<file path="config.mk">
export PLATFORM = sky130hd
export DESIGN_NAME = regfile_write_scheduler
export DESIGN_NICKNAME = d
export VERILOG_FILES = /design/src/rtl/regfile_write_scheduler.sv
export SDC_FILE = /design/constraint.sdc
export NUM_CORES = 1
export LEC_CHECK = 0
export BUFFER_PORTS_ARGS = -buffer_cell sky130_fd_sc_hd__buf_2
export CAP_MARGIN = 40
export CORE_AREA = 2 2 104 106
export DETAILED_ROUTE_END_ITERATION = 12
export DIE_AREA = 0 0 106 108
export PLACE_DENSITY = 0.75
export REMOVE_ABC_BUFFERS = 1
export SLEW_MARGIN = 40
export SYNTH_ARGS = -nofsm -noshare
export SYNTH_HDL_FRONTEND = slang
export SYNTH_SLANG_ARGS = --single-unit
</file>
<file path="constraint.sdc">
create_clock -name clk -period 3.1 [get_ports clk]
set_input_delay 0.775 -clock clk [delete_from_list [all_inputs] [get_ports clk]]
set_output_delay 0.775 -clock clk [all_outputs]
set_load 0.01 [all_outputs]
</file>
<file path="src/rtl/regfile_write_scheduler.sv">
// regfile_write_scheduler: arbitrates the register file write port between writeback and the MDU, tracking busy MDU destinations
module regfile_write_scheduler #(
    parameter int DATA_W       = 32,
    parameter int STARVE_LIMIT = 4
) (
    input  logic              clk,
    input  logic              rst_n,
    input  logic              WbValid,
    input  logic [4:0]        WbReg,
    input  logic [DATA_W-1:0] WbData,
    input  logic              MdValid,
    output logic              MdReady,
    input  logic [4:0]        MdReg,
    input  logic [DATA_W-1:0] MdData,
    input  logic              ClaimValid,
    input  logic [4:0]        ClaimReg,
    input  logic [4:0]        IssueRs,
    input  logic [4:0]        IssueRt,
    input  logic [4:0]        IssueRd,
    input  logic              IssueRdValid,
    output logic              Stall,
    output logic              PipeHold,
    output logic              RegWrite,
    output logic [4:0]        WriteReg,
    output logic [DATA_W-1:0] WriteData
);
    logic [31:0] busy, busy_nxt;
    logic        src_md;
    logic [3:0]  cnt, cnt_nxt;

    assign MdReady = MdValid & ~WbValid;
    assign Stall   = busy[IssueRs] | busy[IssueRt] | (IssueRdValid & busy[IssueRd]) | (ClaimValid & busy[ClaimReg]);

    // a new claim on the same register overrides the clear of the completing write
    always_comb begin
        busy_nxt = busy;
        if (RegWrite && src_md) busy_nxt[WriteReg] = 1'b0;
        if (ClaimValid && !Stall) busy_nxt[ClaimReg] = 1'b1;
        busy_nxt[0] = 1'b0;
    end

    assign cnt_nxt = (MdValid && !MdReady) ? ((cnt == 4'hf) ? cnt : cnt + 4'd1) : 4'd0;

    always_ff @(posedge clk or negedge rst_n) begin
        if (!rst_n) begin
            RegWrite  <= 1'b0;
            WriteReg  <= 5'd0;
            WriteData <= '0;
            PipeHold  <= 1'b0;
            busy      <= '0;
            src_md    <= 1'b0;
            cnt       <= 4'd0;
        end else begin
            RegWrite  <= WbValid ? (WbReg != 5'd0) : (MdReady && MdReg != 5'd0);
            WriteReg  <= WbValid ? WbReg : MdReady ? MdReg : WriteReg;
            WriteData <= WbValid ? WbData : MdReady ? MdData : WriteData;
            src_md    <= MdReady;
            busy      <= busy_nxt;
            cnt       <= cnt_nxt;
            PipeHold  <= (cnt_nxt == 4'(STARVE_LIMIT)) && (cnt != 4'(STARVE_LIMIT));
        end
    end
endmodule

</file>
==> results of run 1 <==
-- cells by family after synthesis --
group,Yosys count,share of synthesized area (%)
AO/OA/AOI/OAI,137,20.71
multiplexers,86,22.04
flip-flops,75,39.93
AND/OR/NAND/NOR,112,12.59
buffers and inverters,37,4.019
XOR/XNOR,1,0.1864
adder cells (fa/ha/maj),2,0.5323
-- registers in the layout, indices dropped and copies added, names as in the netlist --
name       flops
src_md         1
WriteReg       5
cnt            4
busy          31
WriteData     32
RegWrite       1
PipeHold       1
-- routing by layer --
layer,track usage (%),up-vias
met5,0,-
met4,11.18,0
met2,43.32,251
met1,33.86,2069
li1,-,2024
met3,5.907,28
-- power groups by stage --
stage | Combinational (mW) | Clock, mW | Sequential, mW
after floorplan | 0.441 | 0 | 1.26
after global placement | 0.725 | 0 | 1.34
after detailed placement | 0.751 | 0 | 1.35
after CTS | 0.761 | 0.759 | 1.33
after global routing | 0.839 | 0.799 | 1.35
final | 0.769 | 0.738 | 1.34
-- worst max path at each step --
stage	end	slack [ps]	cells after the start
final	Stall	-100	8
after CTS	Stall	-100	7
after detailed placement	Stall	-180	8
after global placement	Stall	-150	7
after floorplan	Stall	-1000	5
after global routing	Stall	-170	8
-- per-stage QoR --
step           instance area, sq um  util, %
6_report                       5831    56.99
5_1_grt                        5831    56.99
4_1_cts                        5797    56.66
3_5_place_dp                   5560    54.35
3_3_place_gp                   5557    54.31
2_1_floorplan                  4527        -
-- placed cells by master, fill, tap and decap left out, drive strengths merged, types with 3 or more instances in the layout --
| cell | n |
|---|---|
| dfrtp | 75 |
| nand3 | 7 |
| o21ai | 75 |
| or3 | 3 |
| o41ai | 32 |
| nand2b | 3 |
| nor4 | 5 |
| inv | 4 |
| mux2i | 63 |
| nand2 | 48 |
| nor2b | 10 |
| clkbuf | 16 |
| or3b | 5 |
| a2111oi | 3 |
| nand3b | 9 |
| o22ai | 7 |
| buf | 160 |
| mux4 | 13 |
| a22o | 3 |
| mux2 | 10 |
| nor2 | 11 |
-- what timing repair did --
item	in CTS	in global routing
setup buffers	2	0
endpoints found under the setup margin	1	1
pin swaps	3	4
resized for setup	8	9
-- cell type report --
type,count,area (sq um)
Clock buffer,14,152.6
Clock inverter,2,35.03
Fill cell,871,4400
Inverter,4,15.01
Multi-Input combinational cell,338,2679
Sequential cell,75,1877
Tap cell,136,170.2
Timing Repair Buffer,162,902.1
==> metrics.txt, run 1 <==
Switching Power approximately 950 uW; crit path launch IssueRd[1]; antenna violations before repair 0; most frequent cells after synthesis 75 x dfrtp_1, 74 x o21ai_0, 63 x mux2i_1; sw frac between 30% and 40%; H-tree Lvls 3; area delta synth->final 24.04%; number of max-cap violations 0; DP Worst Slack -178.2 ps; #FFs+latches synth 75; final hold viol count 0; fin. max-slew vios 0; Synth Instances 450; drt initial violations 357; fin worst setup slack -102.9 ps; row count 37; combinational share of power around 27%; relative slew slack between 50% and 60%; Critical Path Sink Type output pin; initial core utilization a little under half; port bufs between 100 and 150; Leakage about 2.5 nW; Reg-to-Reg Start busy[21]$_DFF_PN0_; clock power share between 20% and 30%; drt wl/cell just over 20 microns; met3 routed WL between 1000 and 1500 microns; Top Metal Used met4; worst hold margin between 400 and 500 ps; layout cell share with drive strength beyond 1 a little under two fifths; CP max-delay cell mux4_2; first drt pass iteration count 5; Cells after DPL 713; Layout Nets about 690; total routed wirelength ~15000 microns; worst reg2reg path depth 6; Tmin final 3203 ps; DIE WIDTH between 100 and 150 microns; met2 WL 7049 microns; fmax between 0.3 and 0.4 GHz; die area 11450 sq um; clk slew on worst S/H paths 70 ps; failing checks setup timing; reg2reg setup slack 500 ps; PwrDens roughly 500 nW/um^2; largest stage delay on the critical path ~460 ps; worst-margin pin slew 695.6 ps; antenna cells 0; Warnings, synthesis 0; share of total power in sequential cells between 40% and 50%; vias in the first global route between 4000 and 5000; RSZ-0062 raised after global routing true; hold buffer count at cts 0; Synth Flop Type dfrtp_1; IR drop worst, VDD approximately 0.34 mV; Setup crit start kind input port; Int Power around 1.9 mW; count leader, synth dfrtp_1; Skew-Pair Late Insertion Delay 350 ps; vias per cell approximately 6; CORE AREA approximately 10000 sq um; WS Path Type input port to output pin; setup tns final -102.9 ps; period utilization 103.3%; CTS max path bufs 2; total gr overflow 0; CTS Root Cell clkbuf_8; Non-Filler Instances roughly 730; first-pass GRT wire length 23290 microns; vias 4372; Final GP Congestion 0.9552; IO Pins 141; Tot GR Track Use a little over a quarter; Hold Crit Class input port to asynchronous set/reset pin; Synth async-reset ratio 100.0%; leading area contributor after synthesis dfrtp_1; DRC 0; Seq/Total Area, Yosys between 30% and 40%; die height about 110 microns; critical path cell sequence buf_4, mux2_2, a22o_1, mux4_2, o21ai_2, o211ai_4, a21o_1, buf_2; synth unique cells between 40 and 50; Top Family by Delay on Critical Path multiplexers; Buffers & Inverters on Critical Path 2; status finished with violations; EDFF count, synth 0; syn avg cell area roughly 10 sq um; Final setup viols 1; CP max FO 5; dpl hpwl 10820 microns; Worst Skew about 5.7 ps; total power between 2 and 3 mW; TritonCTS buffer count 9; Cell Area, Synth between 4000 and 5000 sq um; worst r2r dst busy[30]$_DFF_PN0_; CTS Sinks 75; pin count of the biggest net entering global routing 76; data required time of the worst path around 2300 ps; post-synth top area share ~40%; Met1 Wirelength slightly above 6000 microns; Worst EP arrival 2430 ps; remaining antenna violation count after routing 0; CTS tree done; Area contributors post-synth dfrtp_1 40%, mux2i_1 13%, o21ai_0 7.9%
No activity file was read; power rests on OpenSTA's default activity.
==> run 2, diff against run 1 <==
- CORE_AREA: 2 2 104 106 -> 3 3 105 107
- DIE_AREA: 0 0 106 108 -> 0 0 108 110
==> metrics.txt, run 2 (synthesized netlist as in run 1, its figures left out) <==
status finished with violations; failing checks setup timing; CORE AREA 10230 sq um (unchanged); Critical Path Sink Type output pin; IR drop worst, VDD 0.3461 mV (+2.8%); vias in the first global route 4490 (+2.5%); H-tree Lvls 3 (unchanged); total gr overflow 0 (unchanged); Final GP Congestion 0.9867 (+3.3%); DRC 0 (unchanged); antenna violations before repair 0 (unchanged); Top Family by Delay on Critical Path compound AO/OA/AOI/OAI gates; area post-placement 5565 sq um (about the same); max reg flops 32 (unchanged); pin count of the biggest net entering global routing 78 (+2.6%); CP max FO 7 (+2); Worst Skew 10.75 ps (+5.000 ps); Leakage 2.611 nW (+2.4%); CTS tree done; fin area 5963 sq um (+2.3%); layout cell share with drive strength beyond 1 38.62% (+1.6 points); vias 4451 (+1.8%); CP max-delay cell a211oi_2; worst-margin pin slew 696.2 ps (+0.5884 ps); number of max-cap violations 0 (unchanged); fin. max-slew vios 0 (unchanged); row count 37 (unchanged); Final setup viols 1 (unchanged); vias per cell 6.106 (+2.1%); CTS max path bufs 2 (unchanged); Worst EP arrival 2450 ps (+20 ps); commonest non-fill, non-tap cell in the layout buf_2; Buffers & Inverters on Critical Path 2 (unchanged); Tmin final 3223 ps (+20.06 ps); Skew-Pair Late Insertion Delay 350 ps (about the same); antenna cells 0 (unchanged); dpl hpwl 10910 microns (+0.85%); CTS Root Cell clkbuf_8; post-layout util 58.29% (+1.3 points); fmax 0.3103 GHz (-0.62%); drt wl/cell 20.51 microns (+1.5%); RSZ-0062 raised after global routing true; Hold Crit Class input port to asynchronous set/reset pin; drt initial violations 477 (+34%); TritonCTS buffer count 9 (unchanged); CTS Sinks 75 (unchanged); data required time of the worst path 2320 ps (about the same); first drt pass iteration count 5 (unchanged); total routed wirelength 14960 microns (+1.2%); Tot GR Track Use 25.33% (-1.0 points); critical path cell sequence clkbuf_4, mux2_2, o41ai_2, nor4_2, a211oi_2, o211ai_4, a21o_1, buf_2; leading cell types in the layout, fill and taps excluded 132 x buf_2, 74 x dfrtp_1, 74 x o21ai_0; die height 110 microns (+1.9%); PwrDens 497.1 nW/um^2 (+1.8%); worst reg2reg path depth 8 (+2); final hold viol count 0 (unchanged); Largest Register WriteData; period utilization 104.0% (+0.65 points); largest registers WriteData (32), busy (31), WriteReg (5); WS Path Type input port to output pin; reg2reg setup slack 400 ps (-100 ps); Setup crit start kind input port; Worst path depth 8 (unchanged); initial core utilization 45.95% (unchanged); remaining antenna violation count after routing 0 (unchanged); port bufs 140 (unchanged); die area 11880 sq um (+3.8%); Layout Nets 691 (-0.14%); largest stage delay on the critical path 370 ps (-90 ps); relative slew slack 53.59% (about the same); DIE WIDTH 108 microns (+1.9%); clk slew on worst S/H paths 80 ps (about the same); area delta synth->final 26.86%; IO Pins 141 (unchanged); worst hold margin 427.0 ps (-17.43 ps); first-pass GRT wire length 23090 microns (-0.86%); fin worst setup slack -123.0 ps (-20.06 ps)
run 2: cell types whose count changed in the layout (fill, tap and decap cells not counted), moves of 2 or more:
cell	before	now
buf_6	3	5
clkbuf_1	4	0
buf_4	23	18
a221oi_2	0	2
a221oi_1	2	0
buf_12	0	2
mux2_2	10	8
mux2_4	0	2
run 2: stage by stage:
step	worst slack, ps	TNS, ps	total power [mW]	instances
floorplan	-1002	-8314	1.700	417
global placement	-149.7	-149.7	2.061	712
detailed placement	-213.4	-213.4	2.093	712
CTS	-105.1	-105.1	2.942	729
global route	-163.7	-163.7	3.115	729
finish	-123.0	-123.0	2.964	729
run 2: final timing paths:
kind / from / to
min in group clk: WriteData[6]$_DFFE_PN0P_ / WriteData[6]$_DFFE_PN0P_
worst min-delay path: rst_n / busy[25]$_DFF_PN0_
worst min register to register: WriteData[6]$_DFFE_PN0P_ / WriteData[6]$_DFFE_PN0P_
worst max register to register: busy[22]$_DFF_PN0_ / busy[12]$_DFF_PN0_
max in group asynchronous: rst_n / busy[20]$_DFF_PN0_
worst max-delay path: IssueRs[2] / Stall
run 2: worst reg2reg max path: cells and delay by family (launching register included):
family | cells | cell delay (ps)
AOI/OAI and AO/OA | 3 | 940
muxes | 1 | 510
buffers and inverters | 2 | 390
and+or+nand+nor | 2 | 260
DFF | 1 | 470
run 2: timing repair:
action                                 in CTS  in global routing
pin swaps                                   6                  9
buffers inserted                            1                  0
setup endpoints to repair                   1                  1
gates cloned                                1                  0
hold buffers                                0                  0
gates resized for setup                    14                 20
endpoints found under the hold margin       0                  0
run 2: routing by layer:
layer / up-vias / track usage [%] / wire, microns
met3: 40 / 7.863 / 1354
met1: 2136 / 31.30 / 5960
li1: 2015 / - / -
met5: - / 0 / 0
met4: 0 / 9.829 / 403
met2: 260 / 41.79 / 7237
run 2: cell type report:
cell class | instances | area [sq um]
well taps | 136 | 170.2
flip-flops and latches | 75 | 1878
inverters | 4 | 15.01
multi-input cells | 338 | 2730
fillers | 875 | 4268
repair buffers | 161 | 954.7
clock inverters | 5 | 77.57
clock buffers | 10 | 137.6
run 2: where the power goes:
part | switching [mW] | total [mW] | internal [mW]
Sequential | 0.216 | 1.33 | 1.12
Combinational | 0.392 | 0.801 | 0.409
Clock | 0.363 | 0.831 | 0.468
Total | 0.971 | 2.96 | 1.99
==> run 3, diff against run 2 <==
- SKIP_CTS_REPAIR_TIMING: not set -> 1
==> metrics.txt, run 3 (synthesized netlist as in run 1, its figures left out) <==
max reg flops 32 (unchanged); status finished with violations; WS Path Type input port to output pin; Skew-Pair Late Insertion Delay 350 ps (about the same); combinational share of power 26.9% (about the same); sw frac 32.67% (-0.095 points); number of max-cap violations 0 (unchanged); setup tns final -122.1 ps (+0.8990 ps); vias in the first global route 4431 (-1.3%); vias 4408 (-0.97%); drt initial violations 456 (-4.4%); CP max-delay cell mux4_2; remaining antenna violation count after routing 0 (unchanged); post-layout util 58.11% (-0.17 points); IR drop worst, VDD 0.3459 mV (about the same); Hold Crit Class input port to asynchronous set/reset pin; CTS tree done; total routed wirelength 14880 microns (-0.53%); CP max FO 6 (-1); Final GP Congestion 0.9867 (unchanged); largest registers WriteData (32), busy (31), WriteReg (5); fin. max-slew vios 0 (unchanged); RSZ-0062 raised after global routing true; fin worst setup slack -122.1 ps (+0.8990 ps); total gr overflow 0 (unchanged); port bufs 140 (unchanged); pin count of the biggest net entering global routing 78 (unchanged); Setup crit start kind input port; PwrDens 497.8 nW/um^2 (+0.14%); DP Worst Slack -213.4 ps (unchanged); Tmin final 3222 ps (-0.8990 ps); clk slew on worst S/H paths 80 ps (about the same); worst hold margin 424.1 ps (-2.911 ps); dpl hpwl 10910 microns (unchanged); fin area 5946 sq um (-0.29%); TritonCTS buffer count 9 (unchanged); final hold viol count 0 (unchanged); area delta synth->final 26.48%; failing checks setup timing; die height 110 microns (unchanged); first drt pass iteration count 5 (unchanged); share of total power in sequential cells 45.1% (+0.2 points); Worst EP arrival 2450 ps (about the same); DRC 0 (unchanged); total power 2.960 mW (-0.16%); Top Family by Delay on Critical Path multiplexers; drt wl/cell 20.38 microns (-0.66%); fmax 0.3104 GHz (about the same); Non-Filler Instances 730 (+0.14%); die area 11880 sq um (unchanged); Int Power 1.993 mW (about the same); Worst Skew 9.767 ps (-0.9802 ps); Switching Power 966.8 uW (-0.45%); DIE WIDTH 108 microns (unchanged); vias per cell 6.038 (-1.1%); commonest non-fill, non-tap cell in the layout buf_2; initial core utilization 45.95% (unchanged); period utilization 103.9% (about the same); Final setup viols 1 (unchanged); CTS Root Cell clkbuf_8; area post-placement 5565 sq um (unchanged); data required time of the worst path 2320 ps (about the same); layout cell share with drive strength beyond 1 38.38% (-0.23 points); first-pass GRT wire length 22830 microns (-1.1%); CORE AREA 10230 sq um (unchanged); Critical Path Sink Type output pin; IO Pins 141 (unchanged); leading cell types in the layout, fill and taps excluded 133 x buf_2, 75 x dfrtp_1, 74 x o21ai_0; Layout Nets 692 (+0.14%); critical path's most frequent cell mux4_2; largest stage delay on the critical path 500 ps (+130 ps); worst-margin pin slew 692.1 ps (-4.089 ps); CTS max path bufs 2 (unchanged); CTS Sinks 75 (unchanged); clock power share 28.0% (about the same); Cells after DPL 712 (unchanged); Fillers 886 (+1.3%); H-tree Lvls 3 (unchanged); relative slew slack 53.86% (+0.27 points); Tot GR Track Use 25.03% (-0.30 points); antenna violations before repair 0 (unchanged); Leakage 2.589 nW (-0.84%); antenna cells 0 (unchanged); row count 37 (unchanged); Largest Register WriteData; critical path cell sequence buf_12, mux4_2, mux4_2, o21ai_2, o211ai_4, a21o_1, buf_2; Buffers & Inverters on Critical Path 2 (unchanged)
## run 3: changes by cell type in the layout (fill, tap and decap cells not counted), sizes merged
| cell | before | now |
|---|---|---|
| bufbuf | 1 | 0 |
| buf | 158 | 160 |
## run 3: cell type report
cell class              instances  area (sq um)  share of cell area, %
multi-input cells             338          2729                  45.90
flip-flops and latches         75          1877                  31.57
repair buffers                162         939.7                  15.80
well taps                     136         170.2                  2.862
clock buffers                  10         137.6                  2.315
clock inverters                 5         77.57                  1.305
inverters                       4         15.01                 0.2525
## run 3: worst register-to-register path, stage by stage (launching register included)
cell      delay (ps)
dfrtp_1          480
mux4_2           490
mux4_2           490
o21ai_2          190
o211ai_4          90
buf_4            150
buf_4            240
o41ai_1          440
## run 3: path summary, 6_finish.rpt
| check | start | to | slack (ps) | cells past startpoint |
|---|---|---|---|---|
| worst min-delay path | rst_n | busy[25]$_DFF_PN0_ | 420 | 1 |
| worst max-delay path | IssueRd[0] | Stall | -120 | 7 |
| worst min register to register | WriteData[6]$_DFFE_PN0P_ | WriteData[6]$_DFFE_PN0P_ | 570 | 2 |
| min in group clk | WriteData[6]$_DFFE_PN0P_ | WriteData[6]$_DFFE_PN0P_ | 570 | 2 |
| max in group asynchronous | rst_n | busy[3]$_DFF_PN0_ | 2180 | 1 |
| worst max register to register | busy[21]$_DFF_PN0_ | busy[19]$_DFF_PN0_ | 390 | 7 |
## run 3: per-layer routing
| metal | global-route usage, % | routed length, microns | up-vias |
|---|---|---|---|
| met4 | 9.558 | 405 | 0 |
| met3 | 7.688 | 1429 | 31 |
| met5 | 0 | 0 | - |
| met1 | 31.07 | 5906 | 2111 |
| met2 | 41.25 | 7134 | 248 |
| li1 | - | - | 2018 |
## run 3: power by group through the flow
stage	clock (mW)	sequential [mW]	combinational, mW
floorplan	0	1.26	0.441
global placement	0	1.33	0.726
detailed placement	0	1.34	0.754
CTS	0.842	1.32	0.756
global route	0.897	1.35	0.869
finish	0.827	1.33	0.798
